[src/rtl/cdc_egress_framer.sv]
// cdc_egress_framer: frames CDC FIFO egress words as SYNC header, payload, checksum trailer
// Input is staged one word deep so a frame's final word can be tagged last on an idle gap.
module cdc_egress_framer #(
  parameter int WIDTH = 8,
  parameter int BUF_DEPTH = 32,
  parameter int MAX_LEN = 16,
  parameter int GAP_CYCLES = 4,
  parameter logic [WIDTH-1:0] SYNC = 8'hA5
) (
  input  logic             clk_b,
  input  logic             rst_n,
  input  logic             valid_in,
  input  logic [WIDTH-1:0] data_in,
  input  logic             out_ready,
  output logic             out_valid,
  output logic [WIDTH-1:0] out_data,
  output logic             out_sof,
  output logic             out_eof,
  output logic             overflow,
  output logic [15:0]      drop_cnt,
  output logic [15:0]      frame_cnt
);
  localparam int AW = $clog2(BUF_DEPTH);
  localparam int LW = $clog2(MAX_LEN + 1);
  localparam int GW = $clog2(GAP_CYCLES) + 1;
  localparam logic [AW:0] DEPTH_ALL = BUF_DEPTH[AW:0];
  localparam logic [AW:0] DEPTH_DATA = DEPTH_ALL - 1'b1;
  localparam logic [LW-1:0] LEN_LAST = LW'(MAX_LEN - 1);
  localparam logic [GW-1:0] GAP_LAST = GW'(GAP_CYCLES - 1);
  typedef enum logic [1:0] {IDLE, HDR, PAY, TRL} state_t;
  logic [WIDTH:0] mem [BUF_DEPTH];
  logic [AW-1:0] wp, rp;
  logic [AW:0] count;
  logic stg_v;
  logic [WIDTH-1:0] stg_d;
  logic [GW-1:0] gap_cnt;
  logic [LW-1:0] len;
  logic push, push_last, push_ok, pop, empty, acc, cur_last, last_n, v_n, sof_n, eof_n, done;
  logic [WIDTH-1:0] sum, sum_n, d_n;
  logic [WIDTH:0] head;
  state_t state, state_n;
  assign empty = count == '0;
  assign push = stg_v && (valid_in || gap_cnt == GAP_LAST);
  assign push_last = !valid_in || len == LEN_LAST;
  // the top slot is reserved so a frame can always be closed
  assign push_ok = push && (push_last ? count < DEPTH_ALL : count < DEPTH_DATA);
  assign head = mem[rp];
  assign acc = out_valid && out_ready;
  always_ff @(posedge clk_b) begin
    if (push_ok) mem[wp] <= {push_last, stg_d};
  end
  always_ff @(posedge clk_b) begin
    if (!rst_n) begin
      stg_v <= 1'b0;
      stg_d <= '0;
      gap_cnt <= '0;
      len <= '0;
      wp <= '0;
      rp <= '0;
      count <= '0;
      overflow <= 1'b0;
      drop_cnt <= '0;
    end else begin
      if (valid_in) begin
        stg_v <= 1'b1;
        stg_d <= data_in;
        gap_cnt <= '0;
      end else if (push) begin
        stg_v <= 1'b0;
        gap_cnt <= '0;
      end else if (stg_v) gap_cnt <= gap_cnt + 1'b1;
      if (push_ok) begin
        wp <= wp + 1'b1;
        len <= push_last ? '0 : len + 1'b1;
      end
      if (push && !push_ok) begin
        overflow <= 1'b1;
        drop_cnt <= (drop_cnt == 16'hFFFF) ? drop_cnt : drop_cnt + 1'b1;
      end
      if (pop) rp <= rp + 1'b1;
      count <= count + {{AW{1'b0}}, push_ok} - {{AW{1'b0}}, pop};
    end
  end
  always_comb begin
    state_n = state;
    pop = 1'b0;
    v_n = out_valid;
    d_n = out_data;
    sof_n = out_sof;
    eof_n = out_eof;
    last_n = cur_last;
    sum_n = sum;
    done = 1'b0;
    case (state)
      IDLE: if (!empty) begin
        v_n = 1'b1;
        d_n = SYNC;
        sof_n = 1'b1;
        eof_n = 1'b0;
        sum_n = '0;
        state_n = HDR;
      end
      HDR: if (acc) begin
        pop = 1'b1;
        d_n = head[WIDTH-1:0];
        last_n = head[WIDTH];
        sof_n = 1'b0;
        sum_n = sum + head[WIDTH-1:0];
        state_n = PAY;
      end
      PAY: if (acc && cur_last) begin
        d_n = sum;
        eof_n = 1'b1;
        state_n = TRL;
      end else if ((acc || !out_valid) && !empty) begin
        pop = 1'b1;
        v_n = 1'b1;
        d_n = head[WIDTH-1:0];
        last_n = head[WIDTH];
        sum_n = sum + head[WIDTH-1:0];
      end else if (acc) v_n = 1'b0;
      default: if (acc) begin
        v_n = 1'b0;
        eof_n = 1'b0;
        done = 1'b1;
        state_n = IDLE;
      end
    endcase
  end
  always_ff @(posedge clk_b) begin
    if (!rst_n) begin
      state <= IDLE;
      out_valid <= 1'b0;
      out_data <= '0;
      out_sof <= 1'b0;
      out_eof <= 1'b0;
      cur_last <= 1'b0;
      sum <= '0;
      frame_cnt <= '0;
    end else begin
      state <= state_n;
      out_valid <= v_n;
      out_data <= d_n;
      out_sof <= sof_n;
      out_eof <= eof_n;
      cur_last <= last_n;
      sum <= sum_n;
      frame_cnt <= frame_cnt + {15'd0, done};
    end
  end
endmodule

[config.mk]
export PLATFORM = sky130hd
export DESIGN_NAME = cdc_egress_framer
export DESIGN_NICKNAME = d
export VERILOG_FILES = /design/src/rtl/cdc_egress_framer.sv
export SDC_FILE = /design/constraint.sdc
export NUM_CORES = 1
export LEC_CHECK = 0
export ABC_CLOCK_PERIOD_IN_PS = 8830
export CORE_MARGIN = 2
export CORE_UTILIZATION = 47
export CTS_BUF_LIST = sky130_fd_sc_hd__clkbuf_16
export CTS_CLUSTER_DIAMETER = 100
export DETAILED_ROUTE_END_ITERATION = 6
export DONT_BUFFER_PORTS = 1
export GPL_TIMING_DRIVEN = 1
export PLACE_DENSITY_LB_ADDON = 0.3
export SLEW_MARGIN = 20
export SYNTH_ARGS = -nofsm -noshare
export SYNTH_HDL_FRONTEND = slang
export SYNTH_SLANG_ARGS = --single-unit
[constraint.sdc]
create_clock -name clk_b -period 8.83 [get_ports clk_b]
set_input_delay 1.3245 -clock clk_b [delete_from_list [all_inputs] [get_ports clk_b]]
set_output_delay 1.3245 -clock clk_b [all_outputs]
set_load 0.01 [all_outputs]
# After elaboration in Yosys (flattened, before gate mapping)
# Memories as Yosys holds them, arrays and structs flattened. A register that Yosys moved wholly into a read port is not among the register bits.
# Cells that the tools add are included.
[word_totals]
ff_bits = 88
ramBits = 288
inputBits = 12
output_inout_bits = 44
elab_cells = 115
memories = 1
[mem_list]
columns = ["name", "words", "word_bits", "read_ports", "rd_clocked_by_memory_dff", "wr", "line", "text"]
rows = [
  ["mem", 32, 9, 1, 1, 1, "31", "logic [WIDTH:0] mem [BUF_DEPTH];"],
]
[op_classes]
add_sub_neg = 9
magnitude_cmp = 2
eq_ne = 11
n_mux = 42
bitwise = 3
reduce_logical = 30
[ops]
columns = ["operator", "count"]
rows = [
  ["8-bit two-way mux", 8],
  ["8-bit one-hot mux with 3 select lines", 2],
  ["1-bit two-way mux", 19],
  ["16-bit by 1-bit adder with 16-bit output", 1],
  ["16-bit by 1-bit adder with 16-bit output, second input constant", 1],
  ["16-bit == test, second input constant", 1],
  ["4-bit AND reduction", 4],
  ["5-bit by 1-bit adder with 5-bit output, second input constant", 3],
  ["5-bit two-way mux", 3],
  ["2-bit inequality test, second input constant", 5],
  ["8-bit adder", 1],
  ["2-bit two-way mux", 4],
  ["6-bit by 1-bit adder with 6-bit output", 1],
  ["1-bit logical AND", 6],
  ["6-bit logical NOT", 1],
  ["6-bit by 5-bit less-than comparator with 1-bit output, second input constant", 1],
  ["6-bit less-than comparator, second input constant", 1],
  ["1-bit one-hot mux with 2 select lines", 3],
  ["1-bit one-hot mux with 3 select lines", 2],
  ["2-bit one-hot mux with 3 select lines", 1],
  ["3-bit AND reduction", 2],
  ["2-bit nonzero test", 3],
  ["3-bit nonzero test", 2],
  ["3-bit OR reduction", 2],
  ["13 further kinds", 20],
]

# Logic depth before layout (Yosys ltp)
# Gate-level depths: netlist (run 1).
[depth]
word_depth = 8
ltp_mapped = 16
depth_no_buf = 15

# Least setup slack after synthesis (run 1)
# OpenSTA, ideal clock, no wires.
[synth_path]
path_kind = "input port to flip-flop"
start = "input valid_in"
end = "register count[4]"
setup_time_ns = 0.128
arrival_ns = 3.620
required_time_ns = 8.702
slack_ns = 5.082
cell_stages = 14
n_path_buf = 2
path_cell_list = "clkbuf_1 nor2_1 a311oi_1 clkbuf_1 xor2_1 ha_1 inv_1 fa_1 inv_1 a21oi_1 nor2_1 nor2_1 xor2_1 nor2_1"
[synth_via]
elab_chain_len = 6
elab_cells_between_ends = 8
cone_classes = "2 x add/sub; 1 x mux; 5 x reduce/logical"
[synth_lines]
columns = ["element", "line", "text"]
rows = [
  ["start: declaration", "12", "input logic valid_in,"],
  ["1-bit logical NOT", "44", "assign push_last = !valid_in || len == LEN_LAST;"],
  ["1-bit logical OR", "44", ""],
  ["1-bit two-way mux", "46", "assign push_ok = push && (push_last ? count < DEPTH_ALL : count < DEPTH_DATA);"],
  ["1-bit logical AND (*)", "46", ""],
  ["6-bit by 1-bit adder with 6-bit output (*)", "81", "count <= count + {{AW{1'b0}}, push_ok} - {{AW{1'b0}}, pop};"],
  ["6-bit by 1-bit subtractor with 6-bit output (*)", "81", ""],
  ["end signal: assignment", "81", ""],
  ["end: declaration", "33", "logic [AW:0] count;"],
]
# Mark *: on every way between the ends. The rest lies on a longest branch, timed or not.
# A chain may end at the register's enable or synchronous reset.

==> metrics.txt, run 1 <==
Seq/Total Area, Yosys 0.671; r2r setup slk 4.22 ns; Overall Power approximately 4500 uW; final period utilization 0.522; RSZ-0062 raised after global routing false; layout cells sized above 1 0.190; CP endpoint kind register; pwr/cell area between 200 and 300 nW/um^2; row count 66; Syn Area/Cell roughly 16 sq um; critical setup path kind reg -> reg; first-pass GRT wire length approximately 53000 um; Slew Viols, Final 0; clk buf depth 3; clk sinks around 380; Leakage 0.00570 uW; initial DRC count between 1000 and 1500; Main synth FF type edfxtp_1; maximum VDD drop 0.148 mV; hold endpoint len[3]$_SDFFE_PN0P_; status complete, no violations; htree depth 2; most frequent cells in the layout edfxtp_1, nor2_1, mux4_2; Worst setup SP type register; Vias per Instance just under 6; syn nets between 1000 and 1500; antenna viol nets, final 0; setup bufs post-CTS 0; post-layout util 0.539; drt pass-1 iters 5; Post-Syn Instances 1000; DR WL/cell 23.1 um; distinct cell type count after synthesis 54; DRC errors left 0; Nets 1057; total gr overflow 0; post-CTS sizing 0; GR Util All Layers 0.198; Max Clock Skew around 0.015 ns; hpwl dp between 20000 and 25000 um; Slew Limit Headroom 0.259; diode count 0; Area Growth Syn to Fin 12.5%; critical path arrival 5.03 ns; final setup vio count 0; vias after detailed routing 8620; FFs w/ async S/R, synth 0; Initial Util 0.479; worst min-delay path class reg -> reg; CTS Buf Count 40; Core Region roughly 33000 sq um; fmax roughly 0.22 GHz; drt total wl 34200 um; Hold Path Depth 2; post-layout minimum cycle time ~4.6 ns; r2r endpoint sum[6]$_SDFFE_PN0P_; Worst R2R Path Depth 12; CTS tree built; num ports 56; Post-CTS Hold Fix Bufs 0; Port Buf Inserts 0; #FFs+latches synth about 380; start point of the worst min-delay path len[3]$_SDFFE_PN0P_; number of synthesized flops with an enable pin 288; DIE HEIGHT 187 um; CTS root buffer clkbuf_16; Req. time, crit path approximately 9 ns; Worst-Skew Late Latency about 0.52 ns; Die Span X 187 um; antenna violations before repair 0; Final TNS setup 0 ns; Clk pin slew, worst setup/hold paths around 0.06 ns; mapped cell area 15700 sq um; pin count of the biggest net entering global routing 78; gpl congestion between 0.8 and 0.9; Filler cells roughly 2600; yosys synthesis warning count 0; Critical Path Fanout Max 35; commonest non-fill, non-tap cell in the layout edfxtp_1; vias in the first global route 8677; worst-margin pin slew ~1.1 ns; max-cap violation count 0; Final Hold Fails 0; die area roughly 35000 sq um
area by class of cell:
cell class                      instances  area (sq um)  area share
Tap cell                              442           553      0.0314
Sequential cell                       381         10500       0.597
Multi-Input combinational cell        545          4880       0.277
Clock buffer                           41          1030      0.0582
Clock inverter                         31           422      0.0239
Inverter                               27           101     0.00575
Timing Repair Buffer                   16           120     0.00682
kinds of logic after synthesis:
kind of cell / share of synthesized area
muxes: 0.142
AOI/OAI and AO/OA: 0.0455
DFF: 0.671
and+or+nand+nor: 0.0767
xor gates and xnor gates: 0.0162
buffers and inverters: 0.0203
adders and majority gates: 0.0281
per-stage QoR:
stage / cells / instance area (sq um) / worst slack (ns) / hold slack (ns)
after floorplan: 1000 / 15700 / 5.08 / 0.436
after global placement: 1411 / 16100 / 4.18 / 0.451
after detailed placement: 1411 / 16200 / 4.15 / 0.463
after CTS: 1483 / 17600 / 4.15 / 0.471
after global routing: 1483 / 17600 / 3.81 / 0.491
final: 1483 / 17600 / 4.22 / 0.469
how the worst max path moves through the flow:
stage / from / end / slack, ns
2_1_floorplan: valid_in / count[4]$_SDFF_PN0_ / 5.08
3_3_place_gp: register / sum[6]$_SDFFE_PN0P_ / 4.18
3_5_place_dp: register / sum[6]$_SDFFE_PN0P_ / 4.15
4_1_cts: register / sum[6]$_SDFFE_PN0P_ / 4.15
5_1_grt: register / sum[6]$_SDFFE_PN0P_ / 3.81
6_report: register / sum[6]$_SDFFE_PN0P_ / 4.22
report_power, final:
| part | total [uW] | internal, uW | leakage, uW | switching (uW) |
|---|---|---|---|---|
| sequential | 2080 | 1980 | 0.00336 | 96.9 |
| combinational | 551 | 247 | 0.00162 | 304 |
| clock | 1840 | 1160 | 0.000718 | 676 |
layer usage:
metal | track usage | share of wire
met4 | 0.0565 | 0.024
met5 | 0 | 0
met3 | 0.0393 | 0.064
met2 | 0.316 | 0.47
met1 | 0.280 | 0.44
synth_stat cells (all sizes together) (2+ instances only):
cell / n / area, sq um
a21o: 3 / 22.5
a21oi: 45 / 225
a221oi: 5 / 43.8
a22o: 5 / 43.8
a311oi: 2 / 17.5
a31o: 4 / 35.0
a31oi: 2 / 12.5
and2: 6 / 37.5
and3: 3 / 18.8
and4: 4 / 35.0
buf: 18 / 108
clkbuf: 29 / 109
dfxtp: 93 / 1860
edfxtp: 288 / 8650
fa: 2 / 40.0
ha: 32 / 400
inv: 27 / 101
mux2: 9 / 101
mux2i: 17 / 170
mux4: 87 / 1960
nand2: 46 / 173
nand2b: 8 / 50.1
nand3: 30 / 150
nand3b: 3 / 22.5
nand4: 9 / 56.3
nor2: 108 / 405
nor2b: 3 / 18.8
nor3: 4 / 20.0
o2111ai: 3 / 26.3
o211ai: 5 / 37.5
o21a: 3 / 22.5
o21ai: 24 / 120
o21bai: 2 / 15.0
o31ai: 4 / 30.0
or2: 3 / 18.8
or3: 19 / 119
or4: 4 / 30.0
xnor2: 12 / 105
xor2: 17 / 149
sequential cells by signal (all words and copies together) (netlist names), named ones only:
register	cells
count	6
overflow	1
cur_last	1
stg_d	8
mem	288
out_data	8
out_sof	1
out_valid	1
rp	5
gap_cnt	3
sum	8
out_eof	1
wp	5
state	2
len	5
frame_cnt	16
drop_cnt	16
stg_v	1
critical path: stages (launching register included):
cell and delay, ns:
dfxtp_4 0.82, buf_4 0.66, mux4_2 0.59, mux4_2 0.51, mux2_2 0.29, ha_1 0.22
fa_1 0.42, a21o_1 0.18, a21oi_1 0.21, o21bai_1 0.09, a21oi_1 0.17, xor2_1 0.08
o41ai_1 0.21
No activity file was read; power rests on OpenSTA's default activity.
==> inputs of run 2 (changes only) <==
Settings changed: ABC_CLOCK_PERIOD_IN_PS 8830 to 4000.
Clock period 8.83 ns to 4 ns, I/O delays scaled along.
==> run 2 against run 1 <==
Net effect: count of clock-buffer cells in the layout increased by 1; design area up 0.62%; worst hold slack worse by 0.27 ns; sequential power is 120% higher; largest power group unchanged; highest routed layer unchanged.
==> metrics.txt, run 2 (synthesis gave the netlist of run 1 again) <==
max reg flops 288 (unchanged); Vias per Instance 5.79 (was 5.81); Slew Limit Headroom 0.319 (was 0.259); post-layout util 0.542 (was 0.539); worst hold slack 0.195 ns (was 0.469 ns); htree depth 2 (unchanged); Max Clock Skew 0.0155 ns (was 0.0149 ns); setup bufs post-CTS 0 (unchanged); fmax 0.272 GHz (was 0.217 GHz); num ports 56 (unchanged); Worst-Skew Late Latency 0.53 ns (was 0.52 ns); Initial Util 0.479 (unchanged); drt total wl 34100 um (was 34200 um); clk buf depth 3 (unchanged); maximum VDD drop 0.339 mV (was 0.148 mV); Clk pin slew, worst setup/hold paths 0.06 ns (about the same); status complete, no violations (unchanged); gpl congestion 0.834 (was 0.801); CTS Buf Count 40 (unchanged); drt pass-1 iters 5 (unchanged); biggest regs mem x288, drop_cnt x16, frame_cnt x16 (unchanged); Req. time, crit path 4.43 ns (was 9.25 ns); CTS root buffer clkbuf_16 (unchanged); DIE HEIGHT 187 um (unchanged); post-layout minimum cycle time 3.68 ns (was 4.61 ns); die area 34800 sq um (unchanged); vias after detailed routing 8818 (was 8620); critical setup path kind reg -> reg (unchanged); antenna violations before repair 1 (was 0); Final TNS setup 0 ns (unchanged); Area Growth Syn to Fin 13.2% (was 12.5%); CP endpoint kind register (unchanged); initial DRC count 924 (was 1013); clk sinks 381 (unchanged); max-cap violation count 0 (unchanged); most frequent cells in the layout edfxtp_1, nor2_1, mux4_2, dfxtp_1, buf_4 (was edfxtp_1, nor2_1, mux4_2); antenna viol nets, final 0 (unchanged); Worst setup SP type register (unchanged); commonest non-fill, non-tap cell in the layout edfxtp_1 (unchanged); Leakage 0.00585 uW (was 0.00570 uW); RSZ-0062 raised after global routing false (unchanged); final period utilization 0.920 (was 0.522); Nets 1097 (was 1057); Die Span X 187 um (unchanged); critical path arrival 4.11 ns (was 5.03 ns); Overall Power 9360 uW (was 4470 uW); vias in the first global route 8543 (was 8677); post-CTS sizing 0 (unchanged); row count 66 (unchanged); pwr/cell area 528 nW/um^2 (was 254 nW/um^2); layout cells sized above 1 0.209 (was 0.190); Slew Viols, Final 0 (unchanged); pin count of the biggest net entering global routing 43 (was 78); hpwl dp 22300 um (was 21100 um); Post-CTS Hold Fix Bufs 0 (unchanged); Final Hold Fails 0 (unchanged); largest register by flop count mem (unchanged); first-pass GRT wire length 52800 um (was 52900 um); GR Util All Layers 0.199 (was 0.198); worst min-delay path class in -> reg (was reg -> reg); Critical Path Fanout Max 17 (was 35); diode count 0 (unchanged); DRC errors left 0 (unchanged); worst-margin pin slew 1.02 ns (was 1.11 ns); final setup vio count 0 (unchanged); CTS tree built (unchanged); Core Region 32700 sq um (unchanged); total gr overflow 0 (unchanged); DR WL/cell 22.4 um (was 23.1 um); Port Buf Inserts 0 (unchanged)
[run 2: worst paths after layout]
kind                             from                       to  slack (ns)  cells after the start
setup / recovery             register      sum[6]$_SDFFE_PN0P_        0.32                     12
hold / removal                  rst_n  frame_cnt[0]$_SDFF_PN0_        0.20                      1
setup reg to reg             register      sum[6]$_SDFFE_PN0P_        0.32                     12
hold reg to reg   len[3]$_SDFFE_PN0P_      len[3]$_SDFFE_PN0P_        0.47                      2
[run 2: worst max-delay path, stage by stage, from the launching register on]
cell	delay, ns
dfxtp_4	0.48
buf_12	0.22
mux4_2	0.52
mux4_2	0.48
mux2_2	0.29
ha_1	0.21
fa_1	0.41
a21o_1	0.18
a21oi_1	0.23
o21bai_1	0.09
a21oi_1	0.17
xor2_1	0.08
o41ai_1	0.22
[run 2: area by class of cell]
type,instances,area (sq um)
flip-flops and latches,381,10500
well taps,442,553
fillers,2638,15000
clock inverters,30,203
multi-input cells,545,4850
clock buffers,42,1050
repair buffers,56,458
inverters,27,101
[run 2: metal layers]
layer | GRT usage | wire length (um) | vias up
li1 | - | - | 3952
met4 | 0.0553 | 835 | 0
met5 | 0 | 0 | -
met1 | 0.291 | 15100 | 4521
met2 | 0.305 | 15700 | 291
met3 | 0.0402 | 2480 | 54
[run 2: through the flow]
stage | std cells | setup WS (ns) | cell area (sq um)
after detailed placement | 1451 | 0.317 | 16500
final | 1523 | 0.319 | 17700
after CTS | 1523 | 0.304 | 17700
after global routing | 1523 | 0.0682 | 17700
after global placement | 1451 | 0.294 | 16500
after floorplan | 1000 | 0.583 | 15700
[run 2: power breakdown]
group          internal, uW  switching (uW)
Clock                  2030            1480
Combinational           572             732
Sequential             4380             168
Total                  6980            2380
==> inputs of run 3 (changes only) <==
Settings changed: ABC_AREA set to 1, ABC_CLOCK_PERIOD_IN_PS 4000 to 3900.
Clock period 4 ns to 3.9 ns, I/O delays scaled along.
==> run 3 against run 2 <==
Net effect: final cell count grew 33%; sequential share of layout area shrank 0.54 points; worst hold slack lost 0.041 ns; largest power group unchanged; count of clock-buffer cells in the layout shrank 2; first-iteration DRC count grew 13%; critical endpoint unchanged; fmax grew 14%; critical path type unchanged; non-clock buffer count shrank 20.
==> metrics.txt, run 3 <==
status complete, no violations (unchanged); Worst setup SP type register (unchanged); htree depth 2 (unchanged); worst min-delay path class in -> reg (unchanged); Req. time, crit path 4.30 ns (was 4.43 ns); num ports 56 (unchanged); r2r endpoint sum[6]$_SDFFE_PN0P_ (unchanged); GR Util All Layers 0.214 (was 0.199); Area Growth Syn to Fin 10.2% (was 13.2%); top cells by area, synth edfxtp_1, dfxtp_1, nand2_1, nand3_1, nor2_1 (was edfxtp_1, mux4_2, dfxtp_1, nor2_1, ha_1); synth cell count leaders nand2_1, edfxtp_1, nor2_1, nand3_1 (was edfxtp_1, nor2_1, dfxtp_1, mux4_2, nand2_1); first-pass GRT wire length 60200 um (was 52800 um); vias after detailed routing 11200 (was 8818); Clk pin slew, worst setup/hold paths 0.06 ns (about the same); Worst R2R Path Depth 17 (was 12); pwr/cell area 554 nW/um^2 (was 528 nW/um^2); antenna viol nets, final 0 (unchanged); Initial Util 0.474 (was 0.479); row count 68 (was 66); mapped cell area 16200 sq um (was 15700 sq um); layout cells sized above 1 0.0813 (was 0.209); number of synthesized flops with an enable pin 288 (unchanged); maximum VDD drop 0.338 mV (was 0.339 mV); DR WL/cell 19.1 um (was 22.4 um); start point of the worst min-delay path rst_n (unchanged); initial DRC count 1043 (was 924); Slew Limit Headroom 0.291 (was 0.319); Seq/Total Area, Yosys 0.647 (was 0.671); Hold Path Depth 2 (was 1); most frequent cells in the layout nand2_1, edfxtp_1, nor2_1 (was edfxtp_1, nor2_1, mux4_2, dfxtp_1, buf_4); fmax 0.311 GHz (was 0.272 GHz); Leakage 0.00635 uW (was 0.00585 uW); Final Hold Fails 0 (unchanged); Filler cells 2978 (was 2638); Main synth FF type edfxtp_1 (unchanged); total gr overflow 0 (unchanged); Port Buf Inserts 0 (unchanged); vias in the first global route 10900 (was 8543); Nets 1578 (was 1097); critical setup path kind reg -> reg (unchanged); post-CTS sizing 0 (unchanged); gpl congestion 0.866 (was 0.834); Post-Syn Instances 1525 (was 1000); CP peak stage delay 0.44 ns (was 0.52 ns); max-cap violation count 0 (unchanged); CTS tree built (unchanged); placement-stage cell area 16700 sq um (was 16500 sq um); Final TNS setup 0 ns (unchanged); Die Span X 190 um (was 187 um); Core Region 34300 sq um (was 32700 sq um); CTS root buffer clkbuf_16 (unchanged); worst-path cell chain inv_6, buf_4, nor2_1, o22ai_1, o21ai_1, o211ai_1, and2_1, ha_1, fa_1, nand3_1, nand2_1, nand2_1, nand2_1, a21oi_1, or2_2, a31oi_1, nor2_1 (was buf_12, mux4_2, mux4_2, mux2_2, ha_1, fa_1, a21o_1, a21oi_1, o21bai_1, a21oi_1, xor2_1, o41ai_1); Crit-path slowest cell dfxtp_4 (was mux4_2); syn nets 1571 (was 1046); max reg flops 288 (unchanged); final setup vio count 0 (unchanged); RSZ-0062 raised after global routing false (unchanged); pin count of the biggest net entering global routing 82 (was 43); Critical Path Fanout Max 35 (was 17); drt pass-1 iters 5 (unchanged); r2r setup slk 0.68 ns (was 0.32 ns); CP endpoint kind register (unchanged); Syn Area/Cell 10.7 sq um (was 15.7 sq um); post-layout minimum cycle time 3.22 ns (was 3.68 ns); Final Cell Area 17900 sq um (was 17700 sq um); DIE HEIGHT 190 um (was 187 um); DRC errors left 0 (unchanged); critical path arrival 3.62 ns (was 4.11 ns); Max Clock Skew 0.0232 ns (was 0.0155 ns); setup bufs post-CTS 0 (unchanged); drt total wl 38600 um (was 34100 um); die area 36100 sq um (was 34800 sq um); Worst-Skew Late Latency 0.53 ns (about the same); Vias per Instance 5.53 (was 5.79); clk buf depth 3 (unchanged); yosys synthesis warning count 0 (unchanged); Post-CTS Hold Fix Bufs 0 (unchanged); largest register by flop count mem (unchanged); antenna violations before repair 0 (was 1); area share of the largest cell type after synthesis 0.532 (was 0.552); worst-margin pin slew 1.06 ns (was 1.02 ns); #FFs+latches synth 381 (unchanged); clk sinks 381 (unchanged); CTS Buf Count 39 (was 40); biggest regs mem x288, drop_cnt x16, frame_cnt x16 (unchanged); most frequent CP cell nand2_1; top-count cell post-synth nand2_1 (was edfxtp_1); Synth area leader edfxtp_1 (unchanged); FFs w/ async S/R, synth 0 (unchanged); hold endpoint frame_cnt[1]$_SDFF_PN0_ (was frame_cnt[0]$_SDFF_PN0_); Slew Viols, Final 0 (unchanged); distinct cell type count after synthesis 47 (was 54); commonest non-fill, non-tap cell in the layout nand2_1 (was edfxtp_1); hpwl dp 24000 um (was 22300 um); final period utilization 0.824 (was 0.920); diode count 0 (unchanged)
[run 3: power by group]
part           internal [uW]  switching [uW]  leakage [uW]
Clock                   2000            1520      0.000634
Combinational            579            1140       0.00233
Sequential              4510             174       0.00339
Total                   7080            2830       0.00635
[run 3: worst max-delay path, delay by kind of cell, from the launching register on]
| family | cells | cell delay [ns] |
|---|---|---|
| adder cells (fa/ha/maj) | 2 | 0.41 |
| buffers and inverters | 2 | 0.61 |
| flip-flops | 1 | 0.44 |
| AO/OA/AOI/OAI | 5 | 0.76 |
| AND/OR/NAND/NOR | 8 | 0.87 |
[run 3: how the worst max path moves through the flow]
| stage | from | endpoint | slack (ns) | cells past startpoint |
|---|---|---|---|---|
| 2_1_floorplan | len[0]$_SDFFE_PN0P_ | count[5]$_SDFF_PN0_ | 1.17 | 20 |
| 3_3_place_gp | register | sum[6]$_SDFFE_PN0P_ | 0.70 | 17 |
| 3_5_place_dp | register | sum[6]$_SDFFE_PN0P_ | 0.70 | 17 |
| 4_1_cts | register | sum[6]$_SDFFE_PN0P_ | 0.70 | 16 |
| 5_1_grt | len[0]$_SDFFE_PN0P_ | count[5]$_SDFF_PN0_ | 0.26 | 20 |
| 6_report | register | sum[6]$_SDFFE_PN0P_ | 0.68 | 17 |
[run 3: final cells by class]
class	instances	area, sq um	share of cell area
clock inverter	32	204	0.0114
sequential	381	10500	0.588
multi-input combinational	982	4920	0.275
timing repair buffer	36	333	0.0186
inverter	92	353	0.0197
clock buffer	40	1000	0.0559
tap	455	569	0.0318
[run 3: logic make-up after synthesis]
kind of cell	after synthesis	share of synthesized area
simple gates	647	0.171
flops	381	0.647
compound gates	297	0.103
buf+inv	162	0.0501
fa+ha+maj	34	0.0271
xor+xnor	4	0.00216
[run 3: stage by stage]
step / worst slack [ns] / utilization / power [uW] / hold WS, ns / std cells
global placement: 0.703 / 0.487 / 6430 / 0.441 / 1946
finish: 0.685 / 0.522 / 9910 / 0.154 / 2018
floorplan: 1.17 / - / 6060 / 0.432 / 1525
detailed placement: 0.697 / 0.487 / 6480 / 0.448 / 1946
CTS: 0.704 / 0.522 / 9970 / 0.139 / 2018
global route: 0.259 / 0.522 / 10400 / 0.145 / 2018
[run 3: metal layers]
metal,track usage,vias to the layer above,share of wire,routed length (um)
met5,0,-,0,0
met4,0.0611,0,0.024,919
met3,0.0299,65,0.062,2410
met2,0.360,389,0.49,18800
met1,0.290,5323,0.43,16400
li1,-,5376,-,-
